## src/rtl/seg_pkg.sv

```systemverilog
// Shared types and constants for the seven-segment display path.
// Segment constants are active-low, bit order {g,f,e,d,c,b,a}.
package seg_pkg;

  localparam int NUM_DIGITS = 8;

  localparam logic [6:0] SEG_BLANK = 7'h7F;
  localparam logic [6:0] SEG_0 = 7'h40;
  localparam logic [6:0] SEG_1 = 7'h79;
  localparam logic [6:0] SEG_2 = 7'h24;
  localparam logic [6:0] SEG_3 = 7'h30;
  localparam logic [6:0] SEG_4 = 7'h19;
  localparam logic [6:0] SEG_5 = 7'h12;
  localparam logic [6:0] SEG_6 = 7'h02;
  localparam logic [6:0] SEG_7 = 7'h78;
  localparam logic [6:0] SEG_8 = 7'h00;
  localparam logic [6:0] SEG_9 = 7'h10;
  localparam logic [6:0] SEG_A = 7'h08;
  localparam logic [6:0] SEG_B = 7'h03;
  localparam logic [6:0] SEG_C = 7'h46;
  localparam logic [6:0] SEG_D = 7'h21;
  localparam logic [6:0] SEG_E = 7'h06;
  localparam logic [6:0] SEG_F = 7'h0E;

  typedef struct packed {
    logic [4*NUM_DIGITS-1:0] data;
    logic [NUM_DIGITS-1:0]   dp;
    logic [NUM_DIGITS-1:0]   blank;
    logic [NUM_DIGITS-1:0]   blink;
    logic                    lzs;
  } frame_t;

  // After reset every digit is blanked so the display stays dark until a frame arrives.
  localparam frame_t FRAME_RESET = '{data: '0, dp: '0, blank: '1, blink: '0, lzs: 1'b0};

  typedef enum logic {
    ST_IDLE    = 1'b0,
    ST_PENDING = 1'b1
  } commit_state_t;

  // Marks digits 7..1 that are zero above the most significant non-zero nibble.
  function automatic logic [NUM_DIGITS-1:0] lzs_mask_f(input logic [4*NUM_DIGITS-1:0] data);
    logic [NUM_DIGITS-1:0] mask;
    logic                  leading;
    mask    = '0;
    leading = 1'b1;
    for (int k = NUM_DIGITS - 1; k >= 1; k--) begin
      if (leading && (data[4*k +: 4] == 4'h0)) mask[k] = 1'b1;
      else leading = 1'b0;
    end
    return mask;
  endfunction

endpackage

```

## src/rtl/hex_to_seg7.sv

```systemverilog
// Combinational hex nibble to active-low seven-segment pattern.
module hex_to_seg7
  import seg_pkg::*;
(
  input  logic [3:0] hex,
  output logic [6:0] seg_n
);

  always_comb begin
    seg_n = SEG_BLANK;
    case (hex)
      4'h0: seg_n = SEG_0;
      4'h1: seg_n = SEG_1;
      4'h2: seg_n = SEG_2;
      4'h3: seg_n = SEG_3;
      4'h4: seg_n = SEG_4;
      4'h5: seg_n = SEG_5;
      4'h6: seg_n = SEG_6;
      4'h7: seg_n = SEG_7;
      4'h8: seg_n = SEG_8;
      4'h9: seg_n = SEG_9;
      4'hA: seg_n = SEG_A;
      4'hB: seg_n = SEG_B;
      4'hC: seg_n = SEG_C;
      4'hD: seg_n = SEG_D;
      4'hE: seg_n = SEG_E;
      4'hF: seg_n = SEG_F;
      default: seg_n = SEG_BLANK;
    endcase
  end

endmodule

```

## src/rtl/seg_display_buffer.sv

```systemverilog
// Double-buffered 8-digit display frame; commits on the scan wrap (seg_sel 7 -> 0).
//   state      | meaning
//   ST_IDLE    | no frame pending, load is accepted
//   ST_PENDING | shadow frame waiting for the seg_sel=7 tick
module seg_display_buffer
  import seg_pkg::*;
#(
  parameter int unsigned BLINK_TICKS = 240
) (
  input  logic                    clk,
  input  logic                    reset,
  input  logic                    tick,
  input  logic [2:0]              seg_sel,
  input  logic                    load,
  input  logic [4*NUM_DIGITS-1:0] din,
  input  logic [NUM_DIGITS-1:0]   dp_in,
  input  logic [NUM_DIGITS-1:0]   blank_in,
  input  logic [NUM_DIGITS-1:0]   blink_in,
  input  logic                    lzs_en,
  output logic                    busy,
  output logic                    frame_done,
  output logic [6:0]              seg_n,
  output logic                    dp_n
);

  localparam logic [15:0] BLINK_LAST = 16'(BLINK_TICKS - 1);

  commit_state_t         state, state_nxt;
  frame_t                shadow, active;
  logic [NUM_DIGITS-1:0] lzs_mask;
  logic [15:0]           blink_cnt;
  logic                  blink_phase;
  logic                  commit, accept, dark;
  logic [3:0]            nibble;
  logic [6:0]            seg_dec;

  assign busy   = (state == ST_PENDING);
  assign commit = busy && tick && (seg_sel == 3'd7);

  always_comb begin
    state_nxt = state;
    accept    = 1'b0;
    case (state)
      ST_IDLE: begin
        if (load) begin
          accept    = 1'b1;
          state_nxt = ST_PENDING;
        end
      end
      ST_PENDING: if (commit) state_nxt = ST_IDLE;
      default:    state_nxt = ST_IDLE;
    endcase
  end

  always_ff @(posedge clk or posedge reset) begin
    if (reset) begin
      state      <= ST_IDLE;
      shadow     <= '0;
      active     <= FRAME_RESET;
      lzs_mask   <= '0;
      frame_done <= 1'b0;
    end else begin
      state      <= state_nxt;
      frame_done <= commit;
      if (accept)
        shadow <= '{data: din, dp: dp_in, blank: blank_in, blink: blink_in, lzs: lzs_en};
      if (commit) begin
        active   <= shadow;
        lzs_mask <= lzs_mask_f(shadow.data);
      end
    end
  end

  always_ff @(posedge clk or posedge reset) begin
    if (reset) begin
      blink_cnt   <= '0;
      blink_phase <= 1'b0;
    end else if (tick) begin
      if (blink_cnt >= BLINK_LAST) begin
        blink_cnt   <= '0;
        blink_phase <= ~blink_phase;
      end else begin
        blink_cnt <= blink_cnt + 16'd1;
      end
    end
  end

  // The mask is always computed at commit; the latched lzs flag decides whether it applies.
  assign nibble = active.data[{seg_sel, 2'b00} +: 4];
  assign dark   = active.blank[seg_sel]
               || (active.lzs && lzs_mask[seg_sel])
               || (active.blink[seg_sel] && blink_phase);

  hex_to_seg7 u_dec (
    .hex   (nibble),
    .seg_n (seg_dec)
  );

  always_ff @(posedge clk or posedge reset) begin
    if (reset) begin
      seg_n <= SEG_BLANK;
      dp_n  <= 1'b1;
    end else begin
      seg_n <= dark ? SEG_BLANK : seg_dec;
      dp_n  <= dark ? 1'b1 : ~active.dp[seg_sel];
    end
  end

endmodule

```

## config.mk

```make
export PLATFORM = sky130hd
export DESIGN_NAME = seg_display_buffer
export DESIGN_NICKNAME = d
export VERILOG_FILES = /design/src/rtl/seg_pkg.sv /design/src/rtl/hex_to_seg7.sv /design/src/rtl/seg_display_buffer.sv
export SDC_FILE = /design/constraint.sdc
export NUM_CORES = 1
export LEC_CHECK = 0
export BUFFER_PORTS_ARGS = -buffer_cell sky130_fd_sc_hd__buf_4
export CAP_MARGIN = 10
export CORE_ASPECT_RATIO = 1.4
export CORE_MARGIN = 5
export CORE_UTILIZATION = 45
export CTS_CLUSTER_DIAMETER = 150
export CTS_CLUSTER_SIZE = 25
export DETAILED_ROUTE_END_ITERATION = 16
export PLACE_DENSITY_LB_ADDON = 0.15
export SLEW_MARGIN = 40
export SYNTH_ARGS = -nofsm -noshare
export SYNTH_HDL_FRONTEND = slang
export SYNTH_HIERARCHICAL = 1
export SYNTH_SLANG_ARGS = --single-unit
```

## constraint.sdc

```tcl
create_clock -name clk -period 13.6 [get_ports clk]
set_clock_uncertainty 0.15 [all_clocks]
set_input_delay 0.68 -clock clk [delete_from_list [all_inputs] [get_ports clk]]
set_output_delay 0.68 -clock clk [all_outputs]
set_load 0.01 [all_outputs]
```

Yosys cells after proc, flatten, opt, wreduce, memory -nomap -nowiden
Memories as Yosys holds them, arrays and structs flattened.
Cells that the tools add are included.
{"block": "totals", "rom_bits": 112, "memories": 1, "register_bits": 148, "in_bits": 64}
{"block": "classes", "shift": 1, "n_addsub": 1, "n_lt_le_gt_ge": 2, "n_reduce_logical": 20, "bitwise_logic": 3, "mux": 33, "eq_ne": 1}
{"name": "(no name shown)", "depth": 16, "word_bits": 7, "rd": 1, "rd_ports_with_merged_regs": 0, "wr": 0, "line_no": "hex_to_seg7.sv:11", "source": "case (hex)"}
{"cell": "$shiftx 32x6->4", "n": 1}
{"cell": "$logic_not 4->1", "n": 7}
{"cell": "$mux 1", "n": 26}
{"cell": "$add 16x1->16 const B", "n": 1}
{"cell": "$ge 16x8->1 const B", "n": 1}
{"cell": "$mux 16", "n": 1}
{"cell": "$bmux 1 s3", "n": 4}
{"cell": "$logic_and 1x1->1", "n": 10}
{"cell": "$mux 7", "n": 1}
{"cell": "$lt 3x4->1 const B", "n": 1}
{"cell": "$eq 3x3->1 const B", "n": 1}
{"cell": "$not 1->1", "n": 3}
{"cell": "$logic_or 1x1->1", "n": 2}
{"cell": "$pmux 1 s2", "n": 1}
{"cell": "$reduce_and 2->1", "n": 1}

Depth between registers and ports, before layout
Gate-level depths: netlist (run 1).
{"block": "logic_depth", "ltp_word": 20, "depth_mapped": 10, "depth_no_buf": 8}

Hierarchy
Netlist (run 1), hierarchy kept.
{"module": "seg_display_buffer", "n_inst": 1, "cells_per_inst": 417, "seq_area_each_um2": 3723.6, "area_per_inst_um2": 6244.7}
{"module": "hex_to_seg7", "n_inst": 1, "cells_per_inst": 32, "seq_area_each_um2": 0.0, "area_per_inst_um2": 275.3}

Worst setup path after synthesis (run 1)
No wires, ideal clock.
{"block": "synth_timing", "kind": "input port to flip-flop", "start": "input port seg_sel[0]", "end": "register seg_n[0]", "arrival_ns": 2.812, "path_slack_ns": 10.564, "path_buffers": 2, "path_stages": 10, "path_cell_list": "buf_6 > buf_12 > mux4_1 > mux2_2 > inv_1 > ha_1 > and2b_2 > or3b_1 > o21ai_0 > o21bai_1"}
{"item": "start, declared", "line_no": "seg_display_buffer.sv:13", "source": "input logic [2:0] seg_sel,"}
{"item": "$shiftx 32x6->4", "line_no": "seg_display_buffer.sv:89", "source": "assign nibble = active.data[{seg_sel, 2'b00} +: 4];"}
{"item": "via nibble[1]", "line_no": "seg_display_buffer.sv:34", "source": "logic [3:0] nibble;"}
{"item": "$mem_v2 16x7"}
{"item": "via seg_dec[0]", "line_no": "seg_display_buffer.sv:35", "source": "logic [6:0] seg_dec;"}
{"item": "$mux 7", "line_no": "seg_display_buffer.sv:104", "source": "seg_n <= dark ? SEG_BLANK : seg_dec;"}
{"item": "end signal, assigned", "line_no": "seg_display_buffer.sv:104"}
{"item": "end, declared", "line_no": "seg_display_buffer.sv:22", "source": "output logic [6:0] seg_n,"}
The timed path passes the listed nets, and every way through them passes these cells. The select of a mux whose other input is x is not followed.
A chain may end at the register's enable or synchronous reset.

Final worst setup path (run 1)
Same ends and word-level chain as after synthesis.

==> run_results.csv, run 1 <==
group,metric,value,unit
pwr,p_int,0.001147,W
routing,drt_drc_violations_left,0,
clock_network,cts_buffers,17,
yosys,synth_area_per_cell,14.52,sq um
timing,worst_pin_slew,739.0,ps
global_routing,grt_antenna_before_repair,0,
global_routing,grt_pass1_wl,22230,um
global_routing,grt_overflow,0,
timing,timing.fmax,0.3483,GHz
clock_network,cts_setup_buffers,0,
finish,num_antenna_cells,0,
setup_path,rrSetupSlack,11010,ps
setup_path,start_kind,"input port",
floorplan,start_util,0.4534,
finish,fin_util,0.5477,
yosys,synth_xor_area_frac,0.006717,
clock_network,cts_buffer_depth,2,
setup_path,endpoint_kind,"flip-flop",
floorplan,io_pins,74,
clock_network,cts_resized,0,
global_routing,grt_use_met3,0.04013,
setup_path,crit_arrival,3070,ps
timing,fin_crit_sh,0.2111,
finish,instances_no_fill,726,
finish,final_nets,596,
pwr,cellPowerDensity,197.8,nW/um^2
routing,via_per_inst,5.329,
pwr,power.leakage,3.538,nW
setup_path,crit_type,"in2reg",
finish,drive_above_1_share,0.4804,
clock_network,h-tree-depth,4,
placement,port_buffers,73,
flow_run,maxCapViolCount,0,
yosys,synth-compound-area-share,0.04874,
floorplan,rows,52,
yosys,synth_nets,521,
pwr,power_frac_clock,0.328,
setup_path,crit_required,13800,ps
timing,finalSetupTns,0,ps
yosys,async_reset_ff_frac,1.000,
timing,max_slew_margin,0.5074,
timing,fin_crit,2871,ps
setup_path,cp-endpoint,"seg_n[0]",
clock_network,cts_tree,"built",
timing,grt_setup_unrepaired,"no",
yosys,synth_edf_count,0,
placement,place_congestion,0.7466,
yosys,synth_seq_cells,148,
setup_path,worstSetupStartpoint,"seg_sel[0]",
pwr,swShare,0.2639,
routing,first_pass_iters,4,
global_routing,use_met1,0.1934,
global_routing,met2_usage,0.2916,
routing,vias,3869,
yosys,ys_seq_area_frac,0.5711,
floorplan,core,14380,sq um
routing,routedWlPerCell,18.32,um
pwr,netSwitchingPower,0.0004110,W
routing,wl,13300,um
placement,dp.cells,693,
outcome,outcome,"finished clean",
clock_network,clockRootBuffer,"clkbuf_16",
global_routing,grtUsageTotal,0.1650,
global_routing,grt_pass1_vias,4330,
setup_path,path_max_fanout,23,
placement,dp_hpwl,9287,um
yosys,synthAdderAreaFrac,0.01535,
yosys,ys.flop_type,"dfrtp_1",
floorplan,fp.dieW,111.7,um
setup_path,r2r_cells,8,
yosys,syn_area,6520,sq um
clock_network,clk_pin_slew,60,ps
floorplan,dieHeight,152.4,um
hold_path,hold_path_class,"in2async",
yosys,yosys_warnings,6,
timing,slew_violations,0,
pwr,pwr-share-comb,0.222,
yosys,synth_top_family_by_area,"multiplexers",
timing,finalSetupViolCount,0,
clock_network,clkLatencyLatePin,420,ps
floorplan,die-area,17030,sq um
routing,drtAntennaViolNets,0,
clock_network,ctsHoldBuffers,0,
clock_network,cts_sinks,148,
timing,whs,198.7,ps
global_routing,top_usage_layer,"met2",
yosys,synthesis.instances,449,
pwr,vdd.ir_drop.worst,0.09276,mV
pwr,power.total,0.001558,W
finish,area_delta_synth_final,20.78,%
yosys,synthMuxAreaShare,0.2773,
setup_path,r2r-end,"seg_n[0]",
yosys,yosys.area_share.simple,0.05450,
setup_path,r2r-start,"active[50]",
timing,hold_violations,0,
global_routing,grt_max_degree,81,
yosys,yosysUniqueCellTypes,49,
routing,dr.first_iter.drc_count,173,
pwr,p_seq_frac,0.451,
## sequential cells by signal (all words and copies together) (netlist names)
name         flops
blink_cnt       16
seg_n            7
blink_phase      1
active          57
shadow          57
frame_done       1
lzs_mask         7
busy             1
dp_n             1
## critical path, cell delays in order
cell and delay (ps):
buf_4 300, mux4_1 600, mux2_2 330, inv_1 150, ha_1 210, and2b_2 230
or3b_1 360, o21ai_0 70, o21bai_1 130
## cells by family (layout without fill, tap and decap cells)
kind of cell               Yosys count  after routing
AOI/OAI and AO/OA                   43             43
muxes                              147            147
and+or+nand+nor                     67             67
xor gates and xnor gates             5              5
DFF                                148            148
adders and majority gates            8              8
buffers and inverters               31            119
## per-layer routing
metal	wire, um	vias to the layer above
li1	-	1802
met1	5325	1988
met2	7283	60
met3	448	19
met4	246	0
met5	0	-
## cells in the final DEF (no fill, tap or decap), drive strengths merged, types with 5 or more instances in the layout
cell | netlist | final
dfrtp | 132 | 132
mux2 | 126 | 126
buf | 20 | 77
nor2 | 20 | 20
clkbuf | 1 | 19
dfstp | 16 | 16
nand2 | 11 | 11
mux4 | 11 | 11
mux2i | 10 | 10
inv | 10 | 10
nor4 | 9 | 9
ha | 8 | 8
a22o | 8 | 8
o21bai | 7 | 7
o21ai | 7 | 7
clkinv | 0 | 6
and3 | 5 | 5
bufinv | 0 | 5
nor2b | 5 | 5
## synthesized netlist by cell type (3+ instances only)
library cell    n  area share
o211ai_1        3      0.0035
o21ai_0         6      0.0046
ha_1            8       0.015
mux2i_1        10       0.015
nor4_1          8      0.0077
nand3_1         3      0.0023
dfrtp_1       132        0.51
o21bai_1        7      0.0081
a31oi_1         4      0.0038
buf_2          13       0.010
a22o_1          7      0.0094
inv_1          10      0.0058
nor2_1         20       0.012
xnor2_1         4      0.0054
nand4_1         3      0.0029
mux2_2        126        0.22
nand2_1        11      0.0063
a21o_1          3      0.0035
dfstp_2        16       0.064
nor2b_1         5      0.0048
mux4_1         11       0.044
and3_1          5      0.0048
## how the worst min path moves through the flow
stage / cells past startpoint / start / to / slack (ps)
final: 2 / reset / blink_cnt[11] / 200
after global routing: 2 / reset / shadow[6] / 290
after CTS: 2 / reset / active[7] / 250
after detailed placement: 2 / lzs_mask[3] / lzs_mask[3] / 310
after global placement: 1 / lzs_mask[2] / lzs_mask[2] / 310
after floorplan: 2 / lzs_mask[3] / lzs_mask[3] / 290
## final cells by class
cell class	instances	area, sq um
fill	1187	6504
multi-input combinational	270	2638
clock buffer	19	442.9
sequential	148	3724
tap	189	236.5
inverter	10	42.54
timing repair buffer	77	585.6
clock inverter	13	206.4
## power by group through the flow
stage	Clock [W]	Sequential, W	Combinational (W)
5_1_grt	0.000539	0.000722	0.000385
4_1_cts	0.000521	0.000705	0.000352
2_1_floorplan	0	0.000671	0.000271
3_3_place_gp	0	0.000709	0.000333
6_report	0.000510	0.000702	0.000346
3_5_place_dp	0	0.000712	0.000350
## metrics by stage
step                      cell area, sq um  setup slack [ps]
after detailed placement              7214             10280
final                                 7875             10730
after global placement                7211             10370
after CTS                             7864             10720
after floorplan                       6520              8817
after global routing                  7875             10570
No activity file was read; power rests on OpenSTA's default activity.
==> inputs of run 2 (changes only) <==
--- a/config.mk
+++ b/config.mk
@@ -5,6 +5,7 @@
 export SDC_FILE = /design/constraint.sdc
 export NUM_CORES = 1
 export LEC_CHECK = 0
+export ABC_AREA = 1
 export BUFFER_PORTS_ARGS = -buffer_cell sky130_fd_sc_hd__buf_4
 export CAP_MARGIN = 10
 export CORE_ASPECT_RATIO = 1.4
==> constraint.sdc (replaced) <==
create_clock -name clk -period 2.4 [get_ports clk]
set_clock_uncertainty 0.15 [all_clocks]
set_input_delay 0.12 -clock clk [delete_from_list [all_inputs] [get_ports clk]]
set_output_delay 0.12 -clock clk [all_outputs]
set_load 0.01 [all_outputs]
==> run 2 against run 1 <==
Effect of this change: final cell count rose by 33%; flip-flop and latch count did not move; clock power rose to 5.1 times the previous value; core utilization rose by 4.0 points; first-iteration DRC count rose by 16%; design area rose by 6.8%; area after synthesis fell by 0.29%; combinational power rose to 6.6 times the previous value; wire length fell by 1.2%; critical path type is now reg2reg.
==> run_results.csv, run 2 <==
group,metric,value,unit
yosys,ys_seq_area_frac,0.5727,
routing,wl,13140,um
placement,dp_hpwl,9098,um
pwr,power.leakage,3.926,nW
floorplan,dieHeight,152.2,um
yosys,yosys_warnings,6,
finish,final_common_cell,"dfrtp_1",
yosys,yosys.area_share.simple,0.1168,
timing,timing.fmax,0.5369,GHz
placement,place_congestion,0.8813,
timing,finalSetupTns,0,ps
timing,finalSetupViolCount,0,
yosys,synth_seq_cells,148,
placement,dp.cells,870,
yosys,synth-compound-area-share,0.08237,
global_routing,grt_pass1_vias,4732,
floorplan,io_pins,74,
yosys,synth_nets,699,
yosys,synth_area_per_cell,10.37,sq um
clock_network,clkLatencyLatePin,420,ps
timing,hold_violations,0,
global_routing,grt_antenna_before_repair,0,
flow_run,maxCapViolCount,0,
yosys,synth_largest_area_cell,"dfrtp_1",
global_routing,grt_overflow,0,
clock_network,cts_buffer_depth,2,
clock_network,cts_sinks,148,
yosys,synth_most_common_cell,"dfrtp_1",
timing,slew_violations,0,
clock_network,clk_pin_slew,60,ps
setup_path,critPathMaxStageDelay,340,ps
setup_path,crit_path_frequent_cell,"nand2_1",
finish,reg.largest.list,"active: 57 flops, shadow: 57 flops, blink_cnt: 16 flops",
clock_network,ctsHoldBuffers,60,
yosys,async_reset_ff_frac,1.000,
hold_path,hp-start,"load",
yosys,syn_area,6501,sq um
yosys,synth_xor_area_frac,0.006736,
yosys,synth_top_family_by_area,"multiplexers",
setup_path,r2r-start,"active[29]",
placement,place_area,7232,sq um
routing,via_per_inst,4.871,
setup_path,crit_type,"reg2reg",
yosys,ys.flop_type,"dfrtp_1",
global_routing,grt_pass1_wl,22630,um
routing,routedWlPerCell,13.66,um
routing,drtAntennaViolNets,0,
finish,final_nets,832,
clock_network,cts_resized,0,
routing,vias,4686,
floorplan,core,14310,sq um
clock_network,clockRootBuffer,"clkbuf_16",
setup_path,path_max_fanout,5,
floorplan,die-area,16990,sq um
placement,port_buffers,73,
setup_path,crit_arrival,2070,ps
setup_path,crit_chain,"inv_1 -> a21oi_1 -> o21ai_0 -> nand2_1 -> nor2_1 -> a31oi_1 -> inv_1 -> ha_1 -> nand2_1 -> nand3_1 -> nand2_1 -> inv_1 -> nand2_1",
routing,first_pass_iters,4,
routing,dr.first_iter.drc_count,201,
yosys,synthMuxAreaShare,0.1316,
pwr,power.total,0.009152,W
yosys,synth_top_area_frac,0.5081,
floorplan,start_util,0.4542,
global_routing,grtUsageTotal,0.1627,
setup_path,start_kind,"flip-flop",
timing,worst_pin_slew,613.4,ps
floorplan,fp.dieW,111.6,um
yosys,synth_edf_count,0,
hold_path,hold_path_class,"in2reg",
clock_network,h-tree-depth,4,
finish,drive_above_1_share,0.2665,
pwr,cellPowerDensity,1088,nW/um^2
routing,drt_drc_violations_left,0,
timing,fin_crit_sh,0.7761,
yosys,synthTopCellsByCount,"dfrtp_1, nand2_1, inv_1, mux2_2, nor2_1",
finish,area_delta_synth_final,29.35,%
timing,max_slew_margin,0.5873,
timing,fin_crit,1863,ps
setup_path,crit_path_top_delay_cell,"ha_1",
setup_path,endpoint_kind,"flip-flop",
finish,instances_no_fill,962,
pwr,vdd.ir_drop.worst,0.7377,mV
clock_network,cts_tree,"built",
yosys,synthesis.instances,627,
global_routing,grt_max_degree,94,
timing,grt_setup_unrepaired,"no",
finish,stdcell_area,8409,sq um
yosys,yosysUniqueCellTypes,31,
floorplan,rows,52,
setup_path,crit_required,2610,ps
clock_network,cts_setup_buffers,0,
clock_network,cts_buffers,17,
finish,num_antenna_cells,0,
outcome,outcome,"finished clean",
setup_path,worstSetupStartpoint,"active[29]",
finish,final_cell_mix,"dfrtp_1, nand2_1, buf_4, inv_1, mux2_2",
yosys,synthAdderAreaFrac,0.01540,
yosys,synth_area_leaders,"dfrtp_1, mux2_2, dfstp_2, nand2_1, inv_1",
[run 2: cell types whose count changed in the layout (fill, tap and decap cells not counted), sizes merged, moves of 6 or more]
cell and delta:
a21oi +31, o21bai -7, nand3 +26, dlygate4sd3 +60, mux2 -50, mux2i -10, mux4 -11, nor2 +22
o21ai +50, nand2 +93, a22o -8, nor4 -7, inv +67, buf +6
[run 2: stage by stage]
stage / setup WS (ps) / util / hold slack (ps)
after floorplan: 282.1 / - / 120.4
after global placement: 434.4 / 0.5052 / 125.3
after detailed placement: 360.1 / 0.5052 / 126.2
after CTS: 529.5 / 0.5875 / 64.67
after global routing: 282.2 / 0.5875 / 78.66
final: 537.4 / 0.5875 / 62.07
[run 2: cell type report]
cell class,count,area [sq um]
Clock buffer,21,450.4
Clock inverter,11,126.4
Fill cell,1251,5904
Inverter,76,289.0
Multi-Input combinational cell,374,2297
Sequential cell,148,3724
Tap cell,189,236.5
Timing Repair Buffer,143,1286
[run 2: layer usage]
metal  track usage  vias to the layer above  wire [um]
met5             0                        -          0
met4       0.04870                        0        133
met3       0.04331                        8        451
met2        0.2729                       73       6895
met1        0.2070                     2293       5662
li1              -                     2312          -
[run 2: worst max-delay path: cells and delay by family, from the launching register on]
kind | cells | cell delay, ps
fa+ha+maj | 1 | 340
buf+inv | 3 | 220
simple gates | 6 | 380
flops | 1 | 320
compound gates | 3 | 390
[run 2: cells by family (layout without fill, tap and decap cells)]
| logic type | after synthesis | count (layout) |
|---|---|---|
| AND/OR/NAND/NOR | 183 | 183 |
| flip-flops | 148 | 148 |
| buffers and inverters | 105 | 251 |
| AO/OA/AOI/OAI | 102 | 102 |
| multiplexers | 76 | 76 |
| adder cells (fa/ha/maj) | 8 | 8 |
| XOR/XNOR | 5 | 5 |
[run 2: power breakdown]
group | switching [W] | total [W] | internal (W)
sequential | 0.000606 | 0.00428 | 0.00368
clock | 0.00102 | 0.00258 | 0.00156
combinational | 0.00108 | 0.00229 | 0.00121
total | 0.00271 | 0.00915 | 0.00645
[run 2: path summary, 6_finish.rpt]
kind	endpoint	slack, ps	cells past startpoint
setup / recovery	seg_n[3]	540	13
setup reg to reg	seg_n[3]	540	13
hold reg to reg	active[2]	330	2
max in group asynchronous	active[16]	1400	4
min in group asynchronous	frame_done	220	4
hold / removal	busy	60	4
==> inputs of run 3 (changes only) <==
--- a/config.mk
+++ b/config.mk
@@ -5,7 +5,7 @@
 export SDC_FILE = /design/constraint.sdc
 export NUM_CORES = 1
 export LEC_CHECK = 0
-export ABC_AREA = 1
+export ABC_AREA = 0
 export BUFFER_PORTS_ARGS = -buffer_cell sky130_fd_sc_hd__buf_4
 export CAP_MARGIN = 10
 export CORE_ASPECT_RATIO = 1.4
==> constraint.sdc (replaced) <==
create_clock -name clk -period 1.6 [get_ports clk]
set_clock_uncertainty 0.15 [all_clocks]
set_input_delay 0.08 -clock clk [delete_from_list [all_inputs] [get_ports clk]]
set_output_delay 0.08 -clock clk [all_outputs]
set_load 0.01 [all_outputs]
==> run 3 against run 2 <==
Effect of this change: the run now ends with negative setup slack left; first-iteration DRC count increased by 4.5%; flip-flop and latch count did not move; maximum frequency is 21% lower; critical path type unchanged; critical endpoint is now seg_n[0].
==> run_results.csv, run 3 (same netlist as run 1, synthesis figures left out) <==
group,metric,value,unit
outcome,outcome,"complete, but fails checks",
outcome,violations,"negative setup slack",
floorplan,fp.dieW,111.7,um
clock_network,cts_buffers,17,
pwr,p_seq_frac,0.427,
setup_path,r2r_cells,8,
pwr,netSwitchingPower,0.003719,W
routing,drtAntennaViolNets,0,
pwr,power.leakage,4.198,nW
routing,first_pass_iters,4,
global_routing,grt_antenna_before_repair,0,
global_routing,grtUsageTotal,0.1769,
finish,fin_util,0.6444,
finish,drive_above_1_share,0.5362,
routing,dr.first_iter.drc_count,210,
finish,num_antenna_cells,0,
clock_network,cts_tree,"built",
routing,routedWlPerCell,16.78,um
hold_path,min_to,"dp_n",
pwr,p_int,0.01016,W
routing,wl,14530,um
flow_run,maxCapViolCount,0,
setup_path,crit_arrival,2550,ps
global_routing,grt_pass1_vias,4730,
finish,area_delta_synth_final,42.12,%
setup_path,rrSetupSlack,-760,ps
global_routing,grt_max_degree,43,
clock_network,cts_sinks,148,
pwr,vdd.ir_drop.worst,0.7555,mV
pwr,power.total,0.01388,W
routing,drt_drc_violations_left,0,
timing,max_slew_margin,0.7272,
setup_path,path_buf_inv,1,
timing,slew_violations,0,
timing,finalSetupViolCount,12,
floorplan,rows,52,
timing,finalSetupTns,-4955,ps
setup_path,r2r-end,"seg_n[0]",
finish,reg.largest.list,"active: 57 flops, shadow: 57 flops, blink_cnt: 16 flops",
timing,fin_crit_sh,1.476,
pwr,cellPowerDensity,1498,nW/um^2
pwr,swShare,0.2679,
hold_path,hold_path_class,"in2reg",
setup_path,path_max_fanout,4,
timing,worst_pin_slew,408.3,ps
setup_path,endpoint_kind,"flip-flop",
floorplan,core,14380,sq um
setup_path,crit_required,1790,ps
routing,via_per_inst,4.997,
placement,place_congestion,0.8345,
timing,grt_setup_unrepaired,"yes",
finish,final_cell_mix,"buf_4, dfrtp_1, mux2_2, dlygate4sd3_1, nor2_1",
global_routing,grt_overflow,0,
routing,vias,4327,
floorplan,start_util,0.4534,
clock_network,cts_buffer_depth,2,
setup_path,start_kind,"flip-flop",
finish,final_nets,738,
floorplan,dieHeight,152.4,um
global_routing,grt_pass1_wl,23730,um
setup_path,crit_path_top_delay_cell,"mux4_2",
hold_path,hold-path-cell-count,4,
setup_path,crit_type,"reg2reg",
setup_path,cp.depth,8,
floorplan,die-area,17030,sq um
setup_path,critPathMaxStageDelay,490,ps
pwr,power_frac_clock,0.273,
timing,fin_crit,2362,ps
clock_network,clockRootBuffer,"clkbuf_16",
pwr,pwr-share-comb,0.300,
setup_path,critical_path.top_delay_family,"multiplexers",
placement,port_buffers,73,
setup_path,r2r-start,"active[54]",
timing,timing.fmax,0.4234,GHz
setup_path,crit_chain,"mux4_2 -> mux2_4 -> inv_4 -> ha_4 -> and2b_2 -> or3b_1 -> o21ai_1 -> o21bai_1",
finish,final_common_cell,"buf_4",
placement,pre_cts_ws,-763.5,ps
clock_network,clkLatencyLatePin,420,ps
timing,hold_violations,0,
clock_network,h-tree-depth,4,
placement,dp_hpwl,10320,um
clock_network,clk_pin_slew,60,ps
hold_path,hp-start,"seg_sel[2]",
floorplan,io_pins,74,
timing,worst_slack,-761.9,ps
-- run 3: how the worst max path moves through the flow --
stage	start	end	slack, ps
after floorplan	active[38]	seg_n[0]	-650
after global placement	active[45]	seg_n[3]	-700
after CTS	active[54]	seg_n[0]	-740
after global routing	active[53]	seg_n[3]	-840
after detailed placement	active[45]	seg_n[3]	-760
final	active[54]	seg_n[0]	-760
-- run 3: per-layer routing --
metal | routed length, um | vias up | global-route usage
li1 | - | 2072 | -
met1 | 5889 | 2177 | 0.2102
met2 | 8010 | 62 | 0.3142
met3 | 420 | 16 | 0.04331
met4 | 212 | 0 | 0.05507
met5 | 0 | - | 0
-- run 3: stage by stage --
| stage | cell area [sq um] | cells | hold WS, ps |
|---|---|---|---|
| after global placement | 7794 | 761 | -45.16 |
| final | 9266 | 866 | 63.44 |
| after detailed placement | 7794 | 761 | -47.30 |
| after global routing | 9266 | 866 | 77.65 |
| after floorplan | 6569 | 449 | 14.95 |
| after CTS | 9060 | 856 | 34.50 |
-- run 3: area by class of cell --
cell class                      instances  area (sq um)
Inverter                               10         43.79
Sequential cell                       148          3725
Fill cell                            1093          5112
Timing Repair Buffer                  218          1858
Clock buffer                           25         485.5
Multi-Input combinational cell        271          2843
Tap cell                              189         236.5
Clock inverter                          5         75.07
-- run 3: worst min-delay path, delay by kind of cell --
family	cells	cell delay (ps)
AOI/OAI and AO/OA	1	60
buffers and inverters	2	320
muxes	1	170
-- run 3: power by group through the flow --
stage / combinational [W] / sequential [W] / clock (W)
2_1_floorplan: 0.00237 / 0.00571 / 0
3_3_place_gp: 0.00359 / 0.00586 / 0
3_5_place_dp: 0.00373 / 0.00592 / 0
4_1_cts: 0.00399 / 0.00590 / 0.00389
5_1_grt: 0.00455 / 0.00607 / 0.00404
6_report: 0.00417 / 0.00592 / 0.00379
-- run 3: timing repair --
| action | 4_1_cts | 5_1_grt |
|---|---|---|
| gates resized for setup | 17 | 27 |
| pin swaps | 7 | 14 |
| setup buffers | 4 | 9 |
| cloned | 0 | 1 |
| endpoints found under the setup margin | 25 | 79 |
| endpoints found under the hold margin | 196 | 0 |
| hold buffers | 61 | 0 |
